[src/rtl/zjh_cmp_track.sv]
// zjh_cmp_track: measurement sequencer behind the code-convert-and-compare stage.
// Each accepted SAMPLE waits SETTLE cycles, then latches {AGB,AEB,ALB}, checks
// that the flags are one-hot and updates saturating outcome statistics.
//
// state | meaning
// ------+--------------------------------------------------------------
// IDLE  | no measurement in progress, waiting for SAMPLE
// WAIT  | settle counter running down, flags ignored
// LATCH | flags captured and statistics updated at the edge leaving here
module zjh_cmp_track #(
    parameter int unsigned SETTLE = 2,
    parameter int unsigned CW     = 8
) (
    input  logic          CLK,
    input  logic          RESET_N,
    input  logic          AEB,
    input  logic          AGB,
    input  logic          ALB,
    input  logic          SAMPLE,
    input  logic          CLR,
    output logic          BUSY,
    output logic          DONE,
    output logic [2:0]    RES,
    output logic          ERR,
    output logic [CW-1:0] CNT_GT,
    output logic [CW-1:0] CNT_EQ,
    output logic [CW-1:0] CNT_LT,
    output logic [CW-1:0] RUN
);

    typedef enum logic [1:0] {
        ST_IDLE  = 2'd0,
        ST_WAIT  = 2'd1,
        ST_LATCH = 2'd2
    } state_t;

    localparam logic [3:0]    SETTLE_LD = 4'(SETTLE);
    localparam logic [CW-1:0] CNT_MAX   = '1;
    localparam logic [CW-1:0] CNT_ONE   = CW'(1);

    state_t     state_q, state_d;
    logic [3:0] settle_q, settle_d;
    logic       latch_en;

    logic [2:0] flags;
    logic       flags_valid;
    logic [2:0] prev_q;
    logic       hist_valid_q;

    assign flags       = {AGB, AEB, ALB};
    assign flags_valid = (flags == 3'b100) || (flags == 3'b010) || (flags == 3'b001);
    assign BUSY        = (state_q != ST_IDLE);

    // State and settle-counter registers.
    always_ff @(posedge CLK or negedge RESET_N) begin
        if (!RESET_N) begin
            state_q  <= ST_IDLE;
            settle_q <= 4'd0;
        end else begin
            state_q  <= state_d;
            settle_q <= settle_d;
        end
    end

    // Next-state logic; CLR overrides everything, including a completing LATCH.
    always_comb begin
        state_d  = state_q;
        settle_d = settle_q;
        latch_en = 1'b0;
        case (state_q)
            ST_IDLE: begin
                if (SAMPLE) begin
                    if (SETTLE_LD == 4'd0) begin
                        state_d = ST_LATCH;
                    end else begin
                        state_d  = ST_WAIT;
                        settle_d = SETTLE_LD;
                    end
                end
            end
            ST_WAIT: begin
                settle_d = settle_q - 4'd1;
                if (settle_q <= 4'd1) begin
                    settle_d = 4'd0;
                    state_d  = ST_LATCH;
                end
            end
            ST_LATCH: begin
                latch_en = 1'b1;
                state_d  = ST_IDLE;
            end
            default: begin
                state_d  = ST_IDLE;
                settle_d = 4'd0;
            end
        endcase
        if (CLR) begin
            state_d  = ST_IDLE;
            settle_d = 4'd0;
            latch_en = 1'b0;
        end
    end

    // Result capture, statistics and the DONE pulse.
    always_ff @(posedge CLK or negedge RESET_N) begin
        if (!RESET_N) begin
            DONE         <= 1'b0;
            RES          <= 3'b000;
            ERR          <= 1'b0;
            CNT_GT       <= '0;
            CNT_EQ       <= '0;
            CNT_LT       <= '0;
            RUN          <= '0;
            prev_q       <= 3'b000;
            hist_valid_q <= 1'b0;
        end else if (CLR) begin
            DONE         <= 1'b0;
            RES          <= 3'b000;
            ERR          <= 1'b0;
            CNT_GT       <= '0;
            CNT_EQ       <= '0;
            CNT_LT       <= '0;
            RUN          <= '0;
            prev_q       <= 3'b000;
            hist_valid_q <= 1'b0;
        end else if (latch_en) begin
            DONE <= 1'b1;
            RES  <= flags;
            if (flags_valid) begin
                if (AGB && (CNT_GT != CNT_MAX)) CNT_GT <= CNT_GT + CNT_ONE;
                if (AEB && (CNT_EQ != CNT_MAX)) CNT_EQ <= CNT_EQ + CNT_ONE;
                if (ALB && (CNT_LT != CNT_MAX)) CNT_LT <= CNT_LT + CNT_ONE;
                if ((RUN != '0) && hist_valid_q && (prev_q == flags)) begin
                    if (RUN != CNT_MAX) RUN <= RUN + CNT_ONE;
                end else begin
                    RUN <= CNT_ONE;
                end
                prev_q       <= flags;
                hist_valid_q <= 1'b1;
            end else begin
                ERR          <= 1'b1;
                RUN          <= '0;
                hist_valid_q <= 1'b0;
            end
        end else begin
            DONE <= 1'b0;
        end
    end

endmodule

[config.mk]
export PLATFORM = sky130hd
export DESIGN_NAME = zjh_cmp_track
export DESIGN_NICKNAME = d
export VERILOG_FILES = /design/src/rtl/zjh_cmp_track.sv
export SDC_FILE = /design/constraint.sdc
export NUM_CORES = 1
export LEC_CHECK = 0
export CAP_MARGIN = 20
export CORE_UTILIZATION = 55
export DETAILED_ROUTE_END_ITERATION = 16
export PLACE_DENSITY_LB_ADDON = 0.25
export SLEW_MARGIN = 10
export SYNTH_ARGS = -nofsm -noshare
export SYNTH_HDL_FRONTEND = slang
export SYNTH_SLANG_ARGS = --single-unit
[constraint.sdc]
create_clock -name CLK -period 4.1 [get_ports CLK]
set_clock_uncertainty 0.05 [all_clocks]
set_input_delay 0.82 -clock CLK [delete_from_list [all_inputs] [get_ports CLK]]
set_output_delay 0.82 -clock CLK [all_outputs]
set_load 0.1 [all_outputs]
## Yosys cells after proc, flatten, opt, wreduce, memory -nomap -nowiden

Cells that the tools add are included.

- Flip-flop bits (word level): 47
- Bits of input ports: 7
- Word-level logic and storage cells: 95

- Add/sub/neg operators: 5
- $lt $le $gt $ge: 1
- Equal/unequal tests: 15
- Mux-type cells: 40
- Reductions and logical operators: 23

Operators by type and width:

| cell | count |
|---|---|
| $mux 8 | 17 |
| $add 8x1->8 const B | 4 |
| $ne 8x8->1 const B | 4 |
| $mux 3 | 5 |
| $mux 4 | 3 |
| $pmux 4 s3 | 1 |
| $reduce_bool 2->1 | 6 |
| $mux 1 | 10 |
| $reduce_and 2->1 | 5 |
| $reduce_and 3->1 | 3 |
| $reduce_bool 8->1 | 1 |
| $mux 2 | 3 |
| $ne 3x3->1 const B | 2 |
| $logic_and 1x1->1 | 5 |
| $le 4x1->1 const B | 1 |
| $ne 2x2->1 const B | 2 |
| $ne 4x3->1 const B | 1 |
| $pmux 2 s2 | 1 |
| $sub 4x1->4 const B | 1 |
| $eq 3x1->1 const B | 1 |
| $eq 3x2->1 const B | 1 |
| $eq 3x3->1 | 1 |
| $eq 3x3->1 const B | 1 |
| $eq 2x1->1 const B | 1 |
| 3 further kinds | 4 |

## Depth between registers and ports, before layout

Gate-level depths: netlist of run 1.

- Word-level depth: 7
- Depth in mapped cells: 8

## Least setup slack after synthesis of run 1

OpenSTA, ideal clock, no wires.

- Path type: reg2reg
- From: register RUN[0]
- To: register RUN[0]
- Setup time: 0.122 ns
- Arrival: 2.308 ns
- Data required time: 3.928 ns
- Slack: 1.620 ns
- Cell stages (with the launch flop): 7
- Period minus slack after synthesis: 2.480 ns
- Cell sequence: dfrtp_1 ha_1 and3_2 nand3_1 o211ai_1 o21ai_0 a2111oi_1

- Cells in the longest elaborated chain, start to end: 7

Ends and longest elaborated chain:

| what | RTL line | source |
|---|---|---|
| start: declaration | 28 | `output logic [CW-1:0] RUN` |
| start signal: assignment | 134 | `if (RUN != CNT_MAX) RUN <= RUN + CNT_ONE;` |
| branches (longest 7 deep; another with $add 8x1->8) | n/a |  |

Parallel ways; which one is timed is not known. The select of a mux whose other input is x is not followed.
A chain may end at the register's enable or synchronous reset.

## Worst setup path in the final report of run 1

- From: register state_q[0]
- To: output port BUSY

- Cells in the longest elaborated chain, start to end: 1

Ends and longest elaborated chain:

| what | RTL line | source |
|---|---|---|
| start: declaration | 41 | `state_t state_q, state_d;` |
| start signal: assignment | 60 | `state_q <= state_d;` |
| $reduce_bool 2->1 | 52 | `assign BUSY = (state_q != ST_IDLE);` |
| end: declaration | 21 | `output logic BUSY,` |

Every way passes these cells.

==> results of run 1 <==
==> cell usage in the layout (no fill, tap or decap), drive strengths merged, types with 8 or more instances in the layout <==
cell type | Yosys | layout
dfrtp | 47 | 47
clkdlybuf4s50 | 0 | 43
nor2 | 42 | 42
nand2 | 26 | 26
xnor2 | 22 | 22
nand3 | 17 | 17
nor3 | 13 | 13
o21ai | 13 | 13
a21oi | 12 | 12
inv | 9 | 9
nor4 | 9 | 9
nand4 | 8 | 8
==> critical path: stages, from the launching register on <==
cell,delay [ns]
dfrtp_1,0.52
or2_2,0.16
clkdlybuf4s50_1,1.12
==> path summary, 6_finish.rpt <==
path	startpoint	to	slack, ns	cells past startpoint
setup / recovery	state_q[0]$_DFFE_PN0P_	BUSY	1.13	2
max in group asynchronous	RESET_N	RES[2]$_DFFE_PN0P_	3.20	2
min in group CLK	ERR$_DFFE_PN0P_	ERR$_DFFE_PN0P_	0.46	2
setup reg to reg	RUN[0]$_DFFE_PN0P_	RUN[3]$_DFFE_PN0P_	1.90	7
hold / removal	RESET_N	CNT_LT[5]$_DFFE_PN0P_	0.33	1
hold reg to reg	ERR$_DFFE_PN0P_	ERR$_DFFE_PN0P_	0.46	2
==> power breakdown <==
| part | internal, uW | switching (uW) |
|---|---|---|
| Sequential | 471 | 9.05 |
| Clock | 119 | 154 |
| Combinational | 35.2 | 80.1 |
| Total | 625 | 243 |
==> per-stage QoR <==
step | std cells | hold slack (ns)
after global routing | 375 | 0.333
final | 375 | 0.327
after floorplan | 279 | 0.425
after global placement | 366 | 0.428
after detailed placement | 366 | 0.444
after CTS | 374 | 0.464
==> flip-flops by register name (all words and copies together) (netlist names) <==
register,flops
ERR,1
CNT_EQ,8
state_q,2
CNT_GT,8
prev_q,3
hist_valid_q,1
CNT_LT,8
DONE,1
RES,3
RUN,8
settle_q,4
==> layer usage <==
| layer | share of wire, % | up-vias |
|---|---|---|
| met5 | 0 | - |
| met4 | 1.1 | 0 |
| met3 | 3.9 | 6 |
| met2 | 48 | 47 |
| met1 | 47 | 1008 |
| li1 | - | 1062 |
==> layout make-up <==
class,count,area share (%)
well taps,52,2.06
flip-flops and latches,47,37.2
multi-input cells,212,42.1
clock buffers,6,2.29
clock inverters,2,0.396
inverters,9,1.07
repair buffers,47,14.9
==> cells by family (layout without fill, tap and decap cells) <==
| family | count (synthesis) | after routing |
|---|---|---|
| compound gates | 43 | 43 |
| xor+xnor | 24 | 24 |
| fa+ha+maj | 7 | 7 |
| buf+inv | 20 | 64 |
| flops | 47 | 47 |
| mux | 6 | 6 |
| simple gates | 132 | 132 |
==> results_dict.tcl, run 1 <==
set metrics [dict create \
    max_cap_viol_count 0 \
    utilization_pct 71.2 \
    hold_viol 0 \
    via_count 2123 \
    period_share_pct 72.4 \
    synth_simple_gate_area_share_pct 25.6 \
    fin_ws_ns 1.13 \
    netlist_top_cells_area "dfrtp_1 45%, xnor2_1 7.4%, nor2_1 6.0%" \
    cts_tree "built" \
    synth_area_leader_cell "dfrtp_1" \
    drtIter0Drc 121 \
    grt_use_total_pct 23.1 \
    layout-drive-gt1-share_pct 7.74 \
    drcViolationCount 3 \
    ys_warn_count 0 \
    fmax_mhz 337 \
    antenna_found_initial 0 \
    synth.distinct_cells 51 \
    die_x_um 70.9 \
    grtUsageMet2_pct 38.4 \
    p_per_area_nw_per_um2 275 \
    routed_via_density 5.66 \
    firstDrtPassIters 12 \
    fillCellCount 357 \
    grt-ovfl-total 0 \
    pin_count 45 \
    synth_seq_cells 47 \
    place.port_buffers 44 \
    fin_area_sq_um 3160 \
    regArea_sq_um 1180 \
    area_delta_synth_final_pct 21.2 \
    die_height_um 70.9 \
    fin_tns_setup_ns 0 \
    cts_hold_buf 0 \
    wl_per_cell_um 14.4 \
    dp_hpwl_um 3750 \
    antenna_cells 0 \
    slew_headroom_pct 34.8 \
    wirelength_um 5390 \
    max-vdd-ir-drop_mv 0.199 \
    synth_fp_nets 293 \
    critPathMaxFanout 10 \
    busiest_layer "met2" \
    ant_nets 0 \
    synth_fa_ha_area_share_pct 3.36 \
    place_area_sq_um 3060 \
    worstSkewPairLatency_ns 0.30 \
    power_uw 868 \
    grt_pass1_vias 2025 \
    multi_input_area_sq_um 1330 \
    crit_type "flip-flop to primary output" \
    grt_max_degree 48 \
    syn_inst 279 \
    rsz0062_at_grt "no" \
    syn_area_sq_um 2610 \
    crit_path_start_kind "flip-flop" \
    die_area_sq_um 5020 \
    met3_usage_pct 4.99 \
    synthMuxAreaShare_pct 2.30 \
    cts_setup_buffers 0 \
    synth_top_family_by_area "simple AND/OR/NAND/NOR gates" \
    tightestPinTransition_ns 0.975 \
    cp.arrival_ns 2.10 \
    synth_xor_area_share_pct 8.35 \
    ctsResizeCount 0 \
    initial_core_util_pct 58.7 \
    total_leakage_power_uw 0.00123 \
    synth-edff-count 0 \
    worst_setup_path_end_kind "primary output" \
    violations "DRC" \
    yosysSeqAreaShare_pct 45.1 \
    avgSynthCellArea_sq_um 9.35 \
    ys.flop_type "dfrtp_1" \
    yosysTopAreaCellShare_pct 45.1 \
    hold_path.class "primary input to async pin" \
    gp_congestion 0.885 \
    outcome "finished, violations left" \
    fin_crit_ns 2.97 \
    root_buffer "clkbuf_8" \
    setup_viol 0 \
    grt_use_met1_pct 30.9 \
    finish.net_count 336 \
    numCtsBuffers 5 \
    synth_common_cells "47 x dfrtp_1, 42 x nor2_1, 26 x nand2_1" \
    cts.sinks 47 \
    htree_levels 2 \
    core_area_sq_um 4440 \
    row_count 24 \
    grt_pass1_wl_um 9150 \
    yosysMostFrequentCell "dfrtp_1" \
    clkTransAtPathRegs_ns 0.09 \
    clockBufferDepth 2 \
    place_ws_ns 0.884 \
    synth_compound_gate_area_share_pct 11.5 \
    required_ns 3.23 \
    report.final.slew_viol_count 0 \
    synth-async-reset-ratio_pct 100 \
]
Note: power is estimated with default switching activity, not from simulation.
==> run 2: changes to the inputs <==
--- a/config.mk
+++ b/config.mk
@@ -6,7 +6,7 @@
 export NUM_CORES = 1
 export LEC_CHECK = 0
 export CAP_MARGIN = 20
-export CORE_UTILIZATION = 55
+export CORE_UTILIZATION = 53
 export DETAILED_ROUTE_END_ITERATION = 16
 export PLACE_DENSITY_LB_ADDON = 0.25
 export SLEW_MARGIN = 10
==> constraint.sdc (replaced) <==
create_clock -name CLK -period 3.1 [get_ports CLK]
set_clock_uncertainty 0.05 [all_clocks]
set_input_delay 0.62 -clock CLK [delete_from_list [all_inputs] [get_ports CLK]]
set_output_delay 0.62 -clock CLK [all_outputs]
set_load 0.1 [all_outputs]
==> run 2 against run 1 <==
Die area up 3.7%; non-clock buffer count is 4 higher; sequential power increased by 32%; worst setup slack got worse by 0.59 ns; design area is 0.24% lower; combinational power up 31%; first-iteration DRC count up 84%; wire length shrank 1.6%; the flow now finishes without violations; clock-buffer cell count is 1 lower; sequential share of layout area rose by 0.088 points; clock power grew 95%; critical endpoint is now CNT_GT[7]$_DFFE_PN0P_; register-to-register slack got worse by 0.96 ns.
==> results_dict.tcl, run 2 (same netlist as run 1, synthesis figures left out) <==
set metrics [dict create \
    p_per_area_nw_per_um2 417 \
    crit_slowest_cell "clkdlybuf4s50_1" \
    worstSkewPairLatency_ns 0.30 \
    routed_via_density 5.40 \
    setup_viol 0 \
    wl_per_cell_um 13.4 \
    max-vdd-ir-drop_mv 0.328 \
    finish.net_count 340 \
    report.final.slew_viol_count 0 \
    pwr-share-clk_pct 40.3 \
    outcome "finished, final reports clean" \
    gp_congestion 0.915 \
    worst_setup_path_end_kind "flip-flop" \
    cp-endpoint "CNT_GT[7]$_DFFE_PN0P_" \
    fmax_mhz 390 \
    area_delta_synth_final_pct 21.0 \
    dp_hpwl_um 3760 \
    mostFrequentLayoutCell "dfrtp_1" \
    crit_chain "clkdlybuf4s50_1 > xor2_2 > o211ai_2 > buf_4 > nor4_1 > xnor2_1 > nor2_1" \
    p_sw_share_pct 24.9 \
    utilization_pct 66.8 \
    crit_path_start_kind "primary input" \
    cp.arrival_ns 2.70 \
    p_int_uw 990 \
    drcViolationCount 0 \
    fin_tns_setup_ns 0 \
    htree_levels 2 \
    wirelength_um 5300 \
    clkTransAtPathRegs_ns 0.09 \
    place.port_buffers 44 \
    root_buffer "clkbuf_8" \
    layout-drive-gt1-share_pct 20.8 \
    fin_area_sq_um 3160 \
    cts_setup_buffers 0 \
    die_height_um 72.2 \
    r2r_cells 7 \
    core_area_sq_um 4720 \
    grt_pass1_wl_um 8920 \
    grt-ovfl-total 0 \
    drtIter0Drc 223 \
    antenna_found_initial 0 \
    hold_viol 0 \
    power_uw 1320 \
    tightestPinTransition_ns 0.707 \
    rrSetupSlack_ns 0.94 \
    antenna_cells 0 \
    dp_cells 386 \
    cts_hold_buf 0 \
    slew_headroom_pct 52.3 \
    slowest_delay_ns 0.80 \
    via_count 2126 \
    period_share_pct 82.7 \
    grt_pass1_vias 1880 \
    clockBufferDepth 2 \
    firstDrtPassIters 4 \
    grt_use_total_pct 22.0 \
    critPathMaxFanout 11 \
    required_ns 3.24 \
    hold_path.class "primary input to async pin" \
    rsz0062_at_grt "no" \
    pin_count 45 \
    fin_crit_ns 2.56 \
    seqPwrFrac_pct 48.2 \
    ctsResizeCount 0 \
    die_area_sq_um 5210 \
    place_area_sq_um 3020 \
    cts.sinks 47 \
    numCtsBuffers 5 \
    max_cap_viol_count 0 \
    total_leakage_power_uw 0.00135 \
    r2r_end "RUN[3]$_DFFE_PN0P_" \
    grt_max_degree 28 \
    layout_common_cells "47 x dfrtp_1, 45 x buf_4, 42 x nor2_1" \
    r2r_start "RUN[0]$_DFFE_PN0P_" \
    startpoint "AGB" \
    ant_nets 0 \
    p_sw_uw 328 \
    initial_core_util_pct 55.2 \
    cts_tree "built" \
    die_x_um 72.2 \
    final_cell_count_no_fill 394 \
    crit_type "primary input to flip-flop" \
    combPwrFrac_pct 11.5 \
    row_count 25 \
]
## run 2: cell types whose count changed in the layout (fill, tap and decap cells not counted), sizes merged
cell           before  now
bufinv              0    2
buf                 4   46
clkdlybuf4s50      43    5
clkinv              1    0
clkbuf              6    5
## run 2: through the flow
step / hold WS, ns / worst slack [ns]
after detailed placement: 0.447 / 0.221
final: 0.263 / 0.536
after global placement: 0.443 / 0.264
after floorplan: 0.274 / 0.620
after CTS: 0.283 / 0.539
after global routing: 0.310 / 0.447
## run 2: final cells by class
type	count	area [sq um]
multi-input cells	212	1330
well taps	67	83.8
fillers	394	1570
inverters	9	33.8
flip-flops and latches	47	1180
clock inverters	3	67.6
repair buffers	51	393
clock buffers	5	68.8
## run 2: worst min-delay path by stage
stage	cells past startpoint	to	start	slack [ns]
after CTS	1	CNT_LT[5]$_DFFE_PN0P_	RESET_N	0.28
after global placement	2	ERR$_DFFE_PN0P_	ERR$_DFFE_PN0P_	0.44
after detailed placement	2	ERR$_DFFE_PN0P_	ERR$_DFFE_PN0P_	0.45
after floorplan	0	CNT_EQ[0]$_DFFE_PN0P_	RESET_N	0.27
after global routing	1	CNT_LT[6]$_DFFE_PN0P_	RESET_N	0.31
final	1	CNT_LT[5]$_DFFE_PN0P_	RESET_N	0.26
## run 2: power groups by stage
| stage | combinational, uW | sequential [uW] | clock (uW) |
|---|---|---|---|
| 3_5_place_dp | 152 | 647 | 0 |
| 3_3_place_gp | 150 | 647 | 0 |
| 5_1_grt | 166 | 637 | 564 |
| 2_1_floorplan | 85.9 | 667 | 0 |
| 4_1_cts | 153 | 635 | 539 |
| 6_report | 151 | 635 | 531 |
## run 2: worst max-delay path, delay by kind of cell
family,cells,cell delay [ns]
AOI/OAI and AO/OA,1,0.22
buffers and inverters,2,1.04
xor gates and xnor gates,2,0.43
and+or+nand+nor,2,0.39
## run 2: metal layers
layer | global-route usage (%) | up-vias | routed length (um) | share of wire (%)
met2 | 31.8 | 56 | 2370 | 45
li1 | - | 1070 | - | -
met3 | 4.17 | 8 | 216 | 4.1
met5 | 0 | - | 0 | 0
met4 | 6.75 | 0 | 72 | 1.4
met1 | 33.6 | 992 | 2640 | 50
